<file path="src/rtl/fwd_pkg.sv">
// Shared types and helpers for the forwarding/hazard unit: tracked slot layout,
// select encoding and select width.
package fwd_pkg;

    // Slot rd storage is sized for the widest supported register address; narrower
    // addresses are zero-extended and the unused bits are trimmed in synthesis.
    localparam int RD_MAX_W = 8;

    localparam int SEL_RF = 0;

    typedef struct packed {
        logic                valid;
        logic [RD_MAX_W-1:0] rd;
        logic                we;
        logic                is_load;
    } slot_t;

    function automatic int fwd_sel_w(input int stages);
        return $clog2(stages + 1);
    endfunction

endpackage

</file>
<file path="src/rtl/fwd_operand_sel.sv">
// Per-operand resolver: youngest matching slot wins, flags load-use hazards and
// muxes either the slot result or the register-file value.
module fwd_operand_sel
    import fwd_pkg::*;
#(
    parameter int DATA_W     = 64,
    parameter int REG_ADDR_W = 5,
    parameter int STAGES     = 3,
    parameter int LOAD_LAT   = 1,
    localparam int SEL_W     = fwd_sel_w(STAGES)
) (
    input  slot_t [STAGES-1:0]        slots,
    input  logic [REG_ADDR_W-1:0]     rs,
    input  logic [DATA_W-1:0]         rf_data,
    input  logic [STAGES*DATA_W-1:0]  stage_data,
    output logic [SEL_W-1:0]          sel,
    output logic                      hazard,
    output logic [DATA_W-1:0]         data
);

    logic found;

    always_comb begin
        sel    = SEL_W'(SEL_RF);
        hazard = 1'b0;
        data   = rf_data;
        found  = 1'b0;
        // Ascending scan with a found flag gives the youngest slot priority.
        for (int k = 0; k < STAGES; k++) begin
            if (!found && slots[k].valid && slots[k].we &&
                slots[k].rd == RD_MAX_W'(rs) && rs != '0) begin
                found  = 1'b1;
                sel    = SEL_W'(k + 1);
                hazard = slots[k].is_load && (k < LOAD_LAT);
                data   = stage_data[k*DATA_W +: DATA_W];
            end
        end
    end

endmodule

</file>
<file path="src/rtl/fwd_hazard_unit.sv">
// ID/EX forwarding and load-use hazard unit with an in-flight destination tracking pipe.
// Optional FWD_STATS_EN adds saturating stall/forward event counters.
module fwd_hazard_unit
    import fwd_pkg::*;
#(
    parameter int DATA_W     = 64,
    parameter int REG_ADDR_W = 5,
    parameter int N_SRC      = 2,
    parameter int STAGES     = 3,
    parameter int LOAD_LAT   = 1,
    localparam int SEL_W     = fwd_sel_w(STAGES)
) (
    input  logic                      clk,
    input  logic                      arst,
    input  logic                      issue_valid,
    input  logic [REG_ADDR_W-1:0]     issue_rd,
    input  logic                      issue_we,
    input  logic                      issue_is_load,
    input  logic [N_SRC*REG_ADDR_W-1:0] issue_rs,
    input  logic [N_SRC*DATA_W-1:0]   rf_data,
    input  logic [STAGES*DATA_W-1:0]  stage_data,
    input  logic                      flush,
    output logic                      stall,
    output logic [N_SRC*SEL_W-1:0]    fwd_sel,
    output logic [N_SRC*DATA_W-1:0]   opnd_out
`ifdef FWD_STATS_EN
    ,
    output logic [31:0]               stat_stall_cnt,
    output logic [31:0]               stat_fwd_cnt
`endif
);

    slot_t [STAGES-1:0] slot_pipe;
    slot_t              issue_slot;
    logic [N_SRC-1:0]   hazard;

    for (genvar g = 0; g < N_SRC; g++) begin : g_opnd
        fwd_operand_sel #(
            .DATA_W    (DATA_W),
            .REG_ADDR_W(REG_ADDR_W),
            .STAGES    (STAGES),
            .LOAD_LAT  (LOAD_LAT)
        ) u_sel (
            .slots     (slot_pipe),
            .rs        (issue_rs[g*REG_ADDR_W +: REG_ADDR_W]),
            .rf_data   (rf_data[g*DATA_W +: DATA_W]),
            .stage_data(stage_data),
            .sel       (fwd_sel[g*SEL_W +: SEL_W]),
            .hazard    (hazard[g]),
            .data      (opnd_out[g*DATA_W +: DATA_W])
        );
    end

    // arst term lets stall fall in the same cycle reset is raised mid-stall.
    assign stall = issue_valid && !flush && !arst && (|hazard);

    always_comb begin
        issue_slot         = '0;
        issue_slot.valid   = 1'b1;
        issue_slot.rd      = RD_MAX_W'(issue_rd);
        issue_slot.we      = issue_we;
        issue_slot.is_load = issue_is_load;
    end

    // Downstream slots always advance; only slot 0 sees bubbles.
    always_ff @(posedge clk or posedge arst) begin
        if (arst) begin
            slot_pipe <= '0;
        end else begin
            slot_pipe[0] <= (issue_valid && !stall && !flush) ? issue_slot : '0;
            for (int k = 1; k < STAGES; k++)
                slot_pipe[k] <= slot_pipe[k-1];
        end
    end

`ifdef FWD_STATS_EN
    logic fwd_evt;
    assign fwd_evt = issue_valid && !stall && (|fwd_sel);

    always_ff @(posedge clk or posedge arst) begin
        if (arst) begin
            stat_stall_cnt <= '0;
            stat_fwd_cnt   <= '0;
        end else begin
            if (stall && stat_stall_cnt != '1)
                stat_stall_cnt <= stat_stall_cnt + 32'd1;
            if (fwd_evt && stat_fwd_cnt != '1)
                stat_fwd_cnt <= stat_fwd_cnt + 32'd1;
        end
    end
`endif

endmodule

</file>
<file path="config.mk">
export PLATFORM = sky130hd
export DESIGN_NAME = fwd_hazard_unit
export DESIGN_NICKNAME = d
export VERILOG_FILES = /design/src/rtl/fwd_pkg.sv /design/src/rtl/fwd_operand_sel.sv /design/src/rtl/fwd_hazard_unit.sv
export SDC_FILE = /design/constraint.sdc
export NUM_CORES = 1
export LEC_CHECK = 0
export CAP_MARGIN = 10
export CORE_AREA = 2 2 186 188
export DETAILED_ROUTE_END_ITERATION = 16
export DIE_AREA = 0 0 188 190
export PLACE_DENSITY = 0.52
export SKIP_LAST_GASP = 1
export SYNTH_ARGS = -nofsm -noshare
export SYNTH_HDL_FRONTEND = slang
export SYNTH_SLANG_ARGS = --single-unit
</file>
<file path="constraint.sdc">
create_clock -name clk -period 4.1 [get_ports clk]
set_input_delay 1.025 -clock clk [delete_from_list [all_inputs] [get_ports clk]]
set_output_delay 1.025 -clock clk [all_outputs]
set_load 0.005 [all_outputs]
</file>
After elaboration in Yosys (flattened, before gate mapping). Cells that the tools add are included.

Output and inout port bits: 133. Register bits after elaboration: 31. Input bits: 341. Word-level logic and storage cells: 75.

Equal/unequal tests: 6. Reductions and logical operators: 36. Multiplexer cells: 23.

Operators with widths (number): 64-bit 2-to-1 mux (6); 8-bit by 5-bit equality test with 1-bit output (6); 1-bit logical AND (26); 1-bit 2-to-1 mux (12); 11-bit 2-to-1 mux (1); 5-bit nonzero test (2); 2-bit 2-to-1 mux (4); 1-bit logical NOT (7); 2-bit OR reduction (1).

Logic depth before layout (Yosys ltp).
Depth after elaboration: 22. Depth in mapped cells: 9. Mapped depth without buffers: 6.

Cells and area by module. Synthesis repeated with hierarchy kept, for this count alone.

Cell total of the unflattened synthesis: 991. Area total of the unflattened synthesis: 6195.9 um2.

Modules (own cells, without submodules): fwd_operand_sel (sequential area each 0.0 um2, area an instance 2725.1 um2, instances 2, cells an instance 476); fwd_hazard_unit (sequential area each 600.6 um2, area an instance 745.7 um2, instances 1, cells an instance 39).

Least setup slack after synthesis. Ideal clock, no wire load.

Path type: input -> output. From: input port issue_rs[1]. To: output port opnd_out[10]. Cell stages on the path: 9. Data required time: 3.075 ns. Path buffers: 3. Slack: 0.506 ns. Arrival: 2.569 ns. Path through: or4_1 -> nor2_2 -> or4_1 -> buf_4 -> nand4b_2 -> buf_6 -> buf_8 -> o221ai_2 -> a2bb2oi_2.

Word-level cells in the longest chain between the ends: 16. Elaborated cells on any way between the ends: 21. Classes of those cells: 3 x eq/ne; 5 x mux; 13 x reduce/logical.

Ends and longest elaborated chain: start, declared (line fwd_hazard_unit.sv:19) `input logic [N_SRC*REG_ADDR_W-1:0] issue_rs,`; 8-bit by 5-bit equality test with 1-bit output (line fwd_operand_sel.sv:31) `slots[k].rd == RD_MAX_W'(rs) && rs != '0) begin`; 1-bit logical AND (line fwd_operand_sel.sv:30) `if (!found && slots[k].valid && slots[k].we &&`; 1-bit logical AND (line fwd_operand_sel.sv:31); 1-bit 2-to-1 mux (line fwd_operand_sel.sv:30); 1-bit logical NOT (line fwd_operand_sel.sv:30); 1-bit logical AND (3 in series) (line fwd_operand_sel.sv:30); 1-bit logical AND (line fwd_operand_sel.sv:31); 1-bit 2-to-1 mux (line fwd_operand_sel.sv:30); 1-bit logical NOT (line fwd_operand_sel.sv:30); 1-bit logical AND (3 in series) (line fwd_operand_sel.sv:30); 1-bit logical AND (line fwd_operand_sel.sv:31); 64-bit 2-to-1 mux (*) (line fwd_operand_sel.sv:30); end, declared (line fwd_hazard_unit.sv:25) `output logic [N_SRC*DATA_W-1:0] opnd_out`.

Mark *: on every way between the ends. The rest lies on a longest branch, timed or not.

Final worst setup path.
From: input port issue_rs[9]. To: output port opnd_out[93].

The elaborated chain is that of the path after synthesis.

==> tab_implementation.tex <==
\begin{tabular}{lr}
\hline
Metric & Value \\
\hline
\multicolumn{2}{l}{\textbf{Clock network}} \\
Clk\_lat worst skew & approximately 0.26 ns \\
Buffer cell driving the clock tree root & clkbuf\_16 \\
Post-CTS clock slew at the launch and capture registers of the worst setup and hold paths & approximately 0.06 ns \\
H-tree depth & 1 \\
Buffers from clock root to sink, at most & 2 \\
Cts bufs inserted & 3 \\
Count of hold-fix buffers inserted at cts & 0 \\
Clock tree from TritonCTS & yes \\
Number of sinks driven by the clock tree & 22 \\
\multicolumn{2}{l}{\textbf{Final layout}} \\
Final Net Count & around 1700 \\
Largest reg by FF count & slot\_pipe \\
Number of diodes & 0 \\
Registers with the highest flip-flop counts & slot\_pipe (22) \\
Share of final-layout standard cells stronger than drive strength 1 & 0.398 \\
Flip-flop count of the largest register, all copies and words added & 22 \\
Synth-to-Final Area Change & 177\% \\
Share of the core filled with cells in the final layout & 0.429 \\
Layout fillers & around 3300 \\
\multicolumn{2}{l}{\textbf{Placed design}} \\
HPWL Detailed & between 20 and 30 mm \\
\# port buffers & 473 \\
GP Congestion & 0.883 \\
\multicolumn{2}{l}{\textbf{GRT}} \\
Pin count of the biggest net entering global routing & a little over 60 \\
Global router's overall resource usage & 0.213 \\
Antenna violations before repair & 0 \\
Congestion Overflow GR & 0 \\
Vias in the first global route & slightly below 9000 \\
First-pass GRT wire length & 56.9 mm \\
\multicolumn{2}{l}{\textbf{Setup path}} \\
Depth of the most critical reg-to-reg path & 9 \\
Chain of cells forming the critical path & buf\_2 > buf\_6 > xor2\_1 > nor4\_2 > nand4\_1 > buf\_6 > buf\_12 > buf\_16 > a311oi\_1 > a21o\_1 > clkdlybuf4s50\_1 \\
Sort of element at the start of the critical path & primary input \\
Delay of the slowest critical-path stage & 0.49 ns \\
Most Frequent Cell on Critical Path & buf\_6 \\
Required time at the endpoint of the critical path & between 3 and 4 ns \\
Worst-case register-to-register setup slack & roughly 1.7 ns \\
Worst setup path start & issue\_rs[9] \\
Worst R2R Start & slot\_pipe[3] \\
Setup crit end kind & primary output \\
Worst-path cell with the longest stage delay & clkdlybuf4s50\_1 \\
Endpoint of the worst-slack reg-to-reg timing path & slot\_pipe[1] \\
Crit-path max FO & 17 \\
Critical path class & in -> out \\
Arrival time of data at the critical path endpoint & 3.23 ns \\
Critical Path Sink & opnd\_out[93] \\
\multicolumn{2}{l}{\textbf{STA}} \\
Count of pins over their slew limit & 0 \\
Total of endpoints with negative setup slack in the final report & 28 \\
Clock skew & between 0.005 and 0.006 ns \\
Slew @ Worst Pin & between 0.4 and 0.5 ns \\
Worst slew margin relative to its limit & 0.723 \\
RSZ-0062 raised after global routing & yes \\
Final min period & 4.25 ns \\
Min setup slack post-route & -0.153 ns \\
Final cycle utilization of the critical path & 1.04 \\
F\_max & about 240 MHz \\
Final Hold Violating Endpoints & 0 \\
\multicolumn{2}{l}{\textbf{Synthesis}} \\
Count of cell types in the netlist & 32 \\
Leading cell type by number of instances after synthesis & nand2\_1 \\
Post-synth EDFFs & 0 \\
Number of register bits inferred by synthesis & 22 \\
Post-synthesis area per instance & about 7.7 um2 \\
Prevailing post-synth register cell & dfrtp\_1 \\
Leading cell types by total area after synthesis & a2bb2oi\_2 (14\%), o221ai\_2 (14\%), nand2\_1 (14\%) \\
Warnings from Yosys & 0 \\
Sequential fraction of the synthesis area & 0.105 \\
Most numerous cell types in the synthesized netlist & nand2\_1 (198), nor2\_1 (66), a21o\_1 (65) \\
Post-synth ARST share & 1.00 \\
Netlist area before placement & roughly 5300 um2 \\
Total nets after synthesis & 1028 \\
Cell type with the highest aggregate area in the netlist & a2bb2oi\_2 \\
Fraction of post-synthesis cell area in the top cell type by area & 0.143 \\
Instance count of the mapped netlist & slightly below 700 \\
\multicolumn{2}{l}{\textbf{Detailed routing}} \\
Via density per instance & 4.82 \\
Post-route DRC violation count & 0 \\
Routed via count & just under 9000 \\
Pre-antenna DRT Iters & 5 \\
Average wire length per cell after detail routing & approximately 24 um \\
Remaining antenna violation count & 0 \\
Total Routed Length & roughly 43 mm \\
Number of violations reported at the end of detailed-routing iteration 0 & 327 \\
\multicolumn{2}{l}{\textbf{Pwr}} \\
Switching power as a share of total power & 0.278 \\
Static Leak & 6.25 nW \\
Peak supply drop & 0.153 mV \\
Internal power component & just over 0.9 mW \\
Gate power share & 0.597 \\
Final Power & about 1.3 mW \\
Net switching component of the power & between 0.3 and 0.4 mW \\
Clock network power share & 0.218 \\
Power density over the cells & around 87 nW/um2 \\
Sequential share of power & 0.185 \\
\multicolumn{2}{l}{\textbf{Die}} \\
IO Count & 474 \\
Die height & 190 um \\
Core area & approximately 34000 um2 \\
Effective utilization at floorplan & 0.155 \\
Die footprint & 35700 um2 \\
Die Width & approximately 190 um \\
Num rows & 68 \\
\multicolumn{2}{l}{\textbf{Status}} \\
Failing checks & setup timing \\
Run status & complete, but fails checks \\
\multicolumn{2}{l}{\textbf{Worst hold path}} \\
Worst Hold Class & reg -> reg \\
\multicolumn{2}{l}{\textbf{Run}} \\
Reported max-cap violation count & 0 \\
\hline
\end{tabular}
==> layer usage <==
| layer | up-vias | wire length, um | global-route usage |
|---|---|---|---|
| met1 | 4235 | 17800 | 0.268 |
| met2 | 423 | 21300 | 0.379 |
| met4 | 0 | 1100 | 0.0491 |
| li1 | 3952 | - | - |
| met3 | 71 | 2410 | 0.0332 |
| met5 | - | 0 | 0 |
==> worst min-delay path by stage <==
stage | slack, ns | start | endpoint | cells past startpoint
2_1_floorplan | 0.35 | slot_pipe[1] | slot_pipe[12] | 0
3_3_place_gp | 0.36 | slot_pipe[10] | slot_pipe[21] | 0
3_5_place_dp | 0.36 | slot_pipe[10] | slot_pipe[21] | 0
4_1_cts | 0.38 | slot_pipe[10] | slot_pipe[21] | 0
5_1_grt | 0.38 | slot_pipe[10] | slot_pipe[21] | 0
6_report | 0.37 | slot_pipe[10] | slot_pipe[21] | 0
==> layout make-up <==
type	count	area, um2	area share
clock buffer	3	75.1	0.00516
sequential	22	551	0.0378
multi-input combinational	584	5480	0.376
clock inverter	1	30.0	0.00206
inverter	2	7.51	0.000516
timing repair buffer	733	7850	0.539
tap	455	569	0.0391
==> cell usage in the layout, fill, tap and decap left out, types with 30 or more instances in the layout <==
cell / instances
clkdlybuf4s50_1: 343
a21o_1: 65
nor2_1: 56
a311oi_2: 44
buf_4: 127
buf_12: 37
o221ai_4: 47
nand2_1: 191
buf_6: 50
a2bb2oi_2: 59
clkbuf_2: 30
==> cell families (layout without fill, tap and decap cells) <==
logic type / after synthesis / count (layout) / synth area share
compound gates: 260 / 260 / 0.536
simple gates: 294 / 294 / 0.227
xor+xnor: 30 / 30 / 0.0500
buf+inv: 81 / 739 / 0.0826
flops: 22 / 22 / 0.105
==> worst max-delay path, delay by kind of cell <==
kind	cells	cell delay (ns)
buf+inv	6	1.24
simple gates	2	0.43
compound gates	2	0.36
xor+xnor	1	0.16
==> power groups by stage <==
stage	clock [mW]	combinational, mW	sequential, mW
2_1_floorplan	0	0.161	0.236
3_3_place_gp	0	0.724	0.238
3_5_place_dp	0	0.724	0.238
4_1_cts	0.282	0.731	0.235
5_1_grt	0.291	0.801	0.236
6_report	0.277	0.760	0.235
==> stage by stage <==
step | setup TNS [ns] | cell area [um2] | hold WS [ns] | std cells | setup WS, ns
after global routing | -3.97 | 14600 | 0.380 | 1800 | -0.249
after CTS | -15.57 | 13400 | 0.375 | 1744 | -0.257
after detailed placement | -71.50 | 11100 | 0.362 | 1628 | -0.695
final | -1.83 | 14600 | 0.372 | 1800 | -0.153
after floorplan | 0 | 5260 | 0.354 | 687 | 0.506
after global placement | -71.76 | 11100 | 0.362 | 1628 | -0.685
==> repair_timing <==
action,4_1_cts,5_1_grt
buffers inserted,86,66
pin swaps,77,74
endpoints found under the setup margin,133,128
cloned,27,6
resized for setup,344,275
No activity file was read; power rests on OpenSTA's default activity.
